## src/rtl/piso_tx_ctrl_pkg.sv

```systemverilog
// Shared definitions for the serial transmit controller: state encoding,
// counter-width helper and the internal serial output bundle.
package piso_tx_ctrl_pkg;

    localparam logic [1:0] ST_IDLE  = 2'd0;
    localparam logic [1:0] ST_SHIFT = 2'd1;
    localparam logic [1:0] ST_GAP   = 2'd2;

    // Width of a counter running 0..n-1; never below one bit so n<=1 still builds.
    function automatic int cnt_w(input int n);
        return (n <= 2) ? 1 : $clog2(n);
    endfunction

    typedef struct packed {
        logic data;
        logic valid;
    } ser_t;

endpackage

```

## src/rtl/piso_shift_en.sv

```systemverilog
// WIDTH-bit parallel-in/serial-out register: load has priority over shift,
// shifting moves toward bit 0 and fills with zero.
module piso_shift_en
    import piso_tx_ctrl_pkg::*;
#(
    parameter int WIDTH = 6
) (
    input  logic             clk,
    input  logic             clear_n,
    input  logic             load,
    input  logic             shift_en,
    input  logic [WIDTH-1:0] load_data,
    output logic             lsb
);

    logic [WIDTH-1:0] shreg;

    always_ff @(posedge clk) begin
        if (!clear_n) begin
            shreg <= '0;
        end else if (load) begin
            shreg <= load_data;
        end else if (shift_en) begin
            shreg <= {1'b0, shreg[WIDTH-1:1]};
        end
    end

    assign lsb = shreg[0];

endmodule

```

## src/rtl/piso_tx_ctrl.sv

```systemverilog
// Serial transmit controller: accepts a word on valid/ready, sends it LSB
// first with DIV clocks per bit, then idles GAP_BITS bit-times before re-arming.
module piso_tx_ctrl
    import piso_tx_ctrl_pkg::*;
#(
    parameter int WIDTH    = 6,
    parameter int DIV      = 4,
    parameter int GAP_BITS = 1
) (
    input  logic             clk,
    input  logic             clear_n,
    input  logic [WIDTH-1:0] data_in,
    input  logic             data_valid,
    output logic             data_ready,
    output logic             serial_out,
    output logic             serial_valid,
    output logic             busy,
    output logic             frame_done
);

    localparam int GAP_CLKS = GAP_BITS * DIV;
    localparam int DW       = cnt_w(DIV);
    localparam int BW       = cnt_w(WIDTH);
    localparam int GW       = cnt_w(GAP_CLKS);

    localparam logic [DW-1:0] DIV_LAST = DW'(DIV - 1);
    localparam logic [BW-1:0] BIT_LAST = BW'(WIDTH - 1);
    localparam logic [GW-1:0] GAP_LAST = GW'((GAP_CLKS > 0) ? GAP_CLKS - 1 : 0);
    localparam logic [DW-1:0] DIV_ONE  = DW'(1);
    localparam logic [BW-1:0] BIT_ONE  = BW'(1);
    localparam logic [GW-1:0] GAP_ONE  = GW'(1);

    logic [1:0]    state;
    logic [DW-1:0] div_cnt;
    logic [BW-1:0] bit_cnt;
    logic [GW-1:0] gap_cnt;
    logic          accept;
    logic          div_last;
    logic          bit_last;
    logic          gap_last;
    logic          shift_en;
    logic          shreg_lsb;
    ser_t          ser;

    assign data_ready = (state == ST_IDLE);
    assign accept     = data_valid && data_ready;
    assign div_last   = (div_cnt == DIV_LAST);
    assign bit_last   = (bit_cnt == BIT_LAST);
    assign gap_last   = (gap_cnt == GAP_LAST);
    // The last bit is never shifted out: the state change itself ends the frame.
    assign shift_en   = (state == ST_SHIFT) && div_last && !bit_last;

    piso_shift_en #(
        .WIDTH(WIDTH)
    ) u_shreg (
        .clk      (clk),
        .clear_n  (clear_n),
        .load     (accept),
        .shift_en (shift_en),
        .load_data(data_in),
        .lsb      (shreg_lsb)
    );

    always_ff @(posedge clk) begin
        if (!clear_n) begin
            state      <= ST_IDLE;
            div_cnt    <= '0;
            bit_cnt    <= '0;
            gap_cnt    <= '0;
            frame_done <= 1'b0;
        end else begin
            frame_done <= 1'b0;
            case (state)
                ST_IDLE: begin
                    if (accept) begin
                        state   <= ST_SHIFT;
                        div_cnt <= '0;
                        bit_cnt <= '0;
                    end
                end
                ST_SHIFT: begin
                    if (div_last) begin
                        div_cnt <= '0;
                        if (bit_last) begin
                            if (GAP_CLKS == 0) begin
                                state      <= ST_IDLE;
                                frame_done <= 1'b1;
                            end else begin
                                state   <= ST_GAP;
                                gap_cnt <= '0;
                            end
                        end else begin
                            bit_cnt <= bit_cnt + BIT_ONE;
                        end
                    end else begin
                        div_cnt <= div_cnt + DIV_ONE;
                    end
                end
                ST_GAP: begin
                    if (gap_last) begin
                        state      <= ST_IDLE;
                        gap_cnt    <= '0;
                        frame_done <= 1'b1;
                    end else begin
                        gap_cnt <= gap_cnt + GAP_ONE;
                    end
                end
                default: state <= ST_IDLE;
            endcase
        end
    end

    assign ser.valid    = (state == ST_SHIFT);
    assign ser.data     = ser.valid && shreg_lsb;
    assign serial_out   = ser.data;
    assign serial_valid = ser.valid;
    assign busy         = (state == ST_SHIFT) || (state == ST_GAP);

endmodule

```

## config.mk

```make
export PLATFORM = sky130hd
export DESIGN_NAME = piso_tx_ctrl
export DESIGN_NICKNAME = d
export VERILOG_FILES = /design/src/rtl/piso_tx_ctrl_pkg.sv /design/src/rtl/piso_shift_en.sv /design/src/rtl/piso_tx_ctrl.sv
export SDC_FILE = /design/constraint.sdc
export NUM_CORES = 1
export LEC_CHECK = 0
export CAP_MARGIN = 20
export CORE_MARGIN = 2
export CORE_UTILIZATION = 50
export CTS_BUF_LIST = sky130_fd_sc_hd__clkbuf_4 sky130_fd_sc_hd__clkbuf_8 sky130_fd_sc_hd__clkbuf_16
export DETAILED_ROUTE_END_ITERATION = 8
export DONT_BUFFER_PORTS = 1
export PLACE_DENSITY = 0.73
export SLEW_MARGIN = 20
export SYNTH_ARGS = -nofsm -noshare
export SYNTH_HDL_FRONTEND = slang
export SYNTH_HIERARCHICAL = 1
export SYNTH_SLANG_ARGS = --single-unit
export TNS_END_PERCENT = 1
```

## constraint.sdc

```tcl
create_clock -name clk -period 2.86 [get_ports clk]
set_input_delay 0.429 -clock clk [delete_from_list [all_inputs] [get_ports clk]]
set_output_delay 0.429 -clock clk [all_outputs]
set_load 0.01 [all_outputs]
```

==> results.py <==
metrics = {
    "worst_setup_path": {
        "crit_start": "state[0]",
        "max_stage_delay_ns": 0.46,
        "worst_ep_required_time_ns": 3.03,
        "path_cells": "ha_1, and3_1, mux2_1, o211a_1",
        "critPathLaunchType": "register",
        "slowest_stage": "ha_1",
        "cp_num_cells": 4,
        "crit-reg2reg-launch": "state[0]",
        "critical_path_class": "register to register",
        "worst_r2r_endpoint": "u_shreg/shreg[0]",
        "cp_top_family": "adder cells",
        "crit_fanout": 11,
        "crit_buf_inv": 0,
        "endpoint_kind": "register",
        "endpoint": "u_shreg/shreg[0]",
        "reg2regPathDepth": 4,
        "cp.arrival_ns": 2.08,
        "r2r_slack_ns": 0.95,
    },
    "clocking": {
        "h-tree-depth": 1,
        "cts_buffers": 3,
        "cts_resized": 0,
        "clk_path_buf_depth": 2,
        "clk_pin_slew_ns": 0.09,
        "tritoncts": "yes",
        "root_buffer": "clkbuf_4",
        "post_cts_buffers": 0,
        "cts_sinks": 16,
        "clk_latency_ns": 0.28,
        "cts_hold_buf": 0,
    },
    "timing": {
        "max_freq_ghz": 0.524,
        "worst_slack_ns": 0.953,
        "setup_violations": 0,
        "worstMarginPinSlew_ns": 0.442,
        "grt_setup_unrepaired": "false",
        "final_hold_viol_count": 0,
        "maxSlewViolCount": 0,
        "tns_ns": 0,
        "slew_headroom_pct": 70.5,
        "period_share_pct": 66.7,
        "finalClockSkew_ns": 0.00890,
        "finalCriticalPeriod_ns": 1.91,
    },
    "die": {
        "row_count": 15,
        "die_h_um": 46.4,
        "die_w_um": 46.4,
        "pin_count": 14,
        "design.core.area_um2": 1710,
        "start_util_pct": 52.7,
        "dieArea_um2": 2150,
    },
    "power": {
        "power_density_nw_per_um2": 680,
        "pwr-share-clk_pct": 17.7,
        "fin_total_pwr_mw": 0.641,
        "ir_worst_vdd_mv": 0.405,
        "p_sw_share_pct": 37.0,
        "seq_power_share_pct": 42.7,
        "comb_power_share_pct": 39.6,
        "p_leak_nw": 0.429,
        "p_int_mw": 0.404,
        "p_switching_mw": 0.237,
    },
    "synth": {
        "synth-seq-area-share_pct": 35.6,
        "netlist_instances": 91,
        "synth_edf_count": 0,
        "synth_seq_cells": 16,
        "synth_area_um2": 900,
        "ys_types": 27,
        "synth_fp_nets": 108,
        "synthArstFlopShare_pct": 0,
        "synth_flop_cell": "dfxtp_1",
        "ys_warn_count": 6,
        "syn_avg_cell_area_um2": 9.89,
    },
    "drt": {
        "ant_nets": 0,
        "num_vias": 653,
        "initialDrtViolationCount": 3,
        "drc": 0,
        "wirelength_um": 1610,
        "wl_per_cell_um": 13.9,
        "post_drt_via_cell_ratio": 5.63,
        "first_pass_iters": 2,
    },
    "final_layout": {
        "layout_commonest_cell": "dfxtp_1",
        "drive_above_1_share_pct": 6.59,
        "fillers": 157,
        "syn_to_final_growth_pct": 4.73,
        "fin_nets": 110,
        "finalNonFillerCells": 116,
        "mostFrequentLayoutCells": "dfxtp_1 (16), nand2b_1 (8), nor2b_1 (8), ha_1 (8), nand2_1 (6)",
        "diodes": 0,
    },
    "grt": {
        "grt_max_degree": 21,
        "antenna_found_initial": 0,
        "grt_pass1_vias": 645,
        "grt_overflow": 0,
        "gr-usage-all-layers_pct": 19.0,
        "grt_pass1_wl_um": 2820,
    },
    "place": {
        "numPortBuffers": 0,
        "dp.cells": 113,
        "gp_congestion": 0.696,
        "pre_cts_ws_ns": 0.982,
        "place.detailed.hpwl_um": 1220,
    },
    "job": {
        "cap_violations": 0,
    },
    "run_status": {
        "outcome": "complete, no violations",
    },
    "worst_hold_path": {
        "hp-class": "primary input to register",
    },
}
Yosys cell counts (2+ instances only):
library cell | instances | area, µm²
mux2i_1 | 5 | 50.1
nand2_1 | 6 | 22.5
nor2_1 | 3 | 11.3
nor2b_1 | 8 | 50.1
nand2b_1 | 8 | 50.1
ha_1 | 8 | 100
a32oi_1 | 2 | 17.5
inv_1 | 3 | 11.3
and3_1 | 2 | 12.5
o211a_1 | 5 | 50.1
clkbuf_1 | 3 | 11.3
dfxtp_1 | 16 | 320
nand3b_1 | 2 | 15.0
and2_1 | 3 | 18.8
mux2_1 | 5 | 56.3
kinds of logic (layout without fill, tap and decap cells):
family	count (synthesis)	count (layout)	synth area share, %
and+or+nand+nor	36	36	23.2
DFF	16	16	35.6
AOI/OAI and AO/OA	15	15	15.7
muxes	10	10	11.8
adders and majority gates	8	8	11.1
buffers and inverters	6	6	2.50
state kept, by name, indices dropped and copies added (netlist names):
signal and count:
state 2, frame_done 1, gap_cnt 2, div_cnt 2
u_shreg/shreg 6, bit_cnt 3
layout make-up:
cell class / count / area [µm²] / share of cell area, %
clock buffers: 3 / 22.5 / 2.39
well taps: 25 / 31.3 / 3.32
flip-flops and latches: 16 / 320 / 34.0
inverters: 3 / 11.3 / 1.20
multi-input cells: 69 / 557 / 59.1
power by group through the flow:
stage / registers [mW] / logic, mW / clock network, mW
6_report: 0.274 / 0.254 / 0.113
5_1_grt: 0.279 / 0.279 / 0.133
4_1_cts: 0.274 / 0.253 / 0.117
3_5_place_dp: 0.279 / 0.249 / 0
3_3_place_gp: 0.277 / 0.242 / 0
2_1_floorplan: 0.273 / 0.216 / 0
routing by layer:
layer	global-route usage (%)	up-vias	part of all wire [%]
met5	0	-	0
met4	6.86	0	1.2
met3	7.06	2	3.0
met2	31.9	7	50
met1	21.8	317	45
li1	-	327	-
worst min-delay path by stage:
stage                           from                to  cells after the start
after CTS                    clear_n  u_shreg/shreg[4]                      1
after global routing         clear_n  u_shreg/shreg[1]                      1
after detailed placement  bit_cnt[1]        bit_cnt[1]                      2
final                        clear_n  u_shreg/shreg[4]                      1
after floorplan           bit_cnt[1]        bit_cnt[1]                      2
after global placement    bit_cnt[1]        bit_cnt[1]                      2
per-stage QoR:
| step | hold WS [ns] | cell area [µm²] | util, % |
|---|---|---|---|
| final | 0.263 | 942 | 55.2 |
| after global routing | 0.240 | 942 | 55.2 |
| after CTS | 0.259 | 942 | 55.2 |
| after detailed placement | 0.494 | 920 | 53.8 |
| after global placement | 0.466 | 920 | 53.8 |
| after floorplan | 0.451 | 900 | - |
Note: power is estimated with default switching activity, not from simulation.
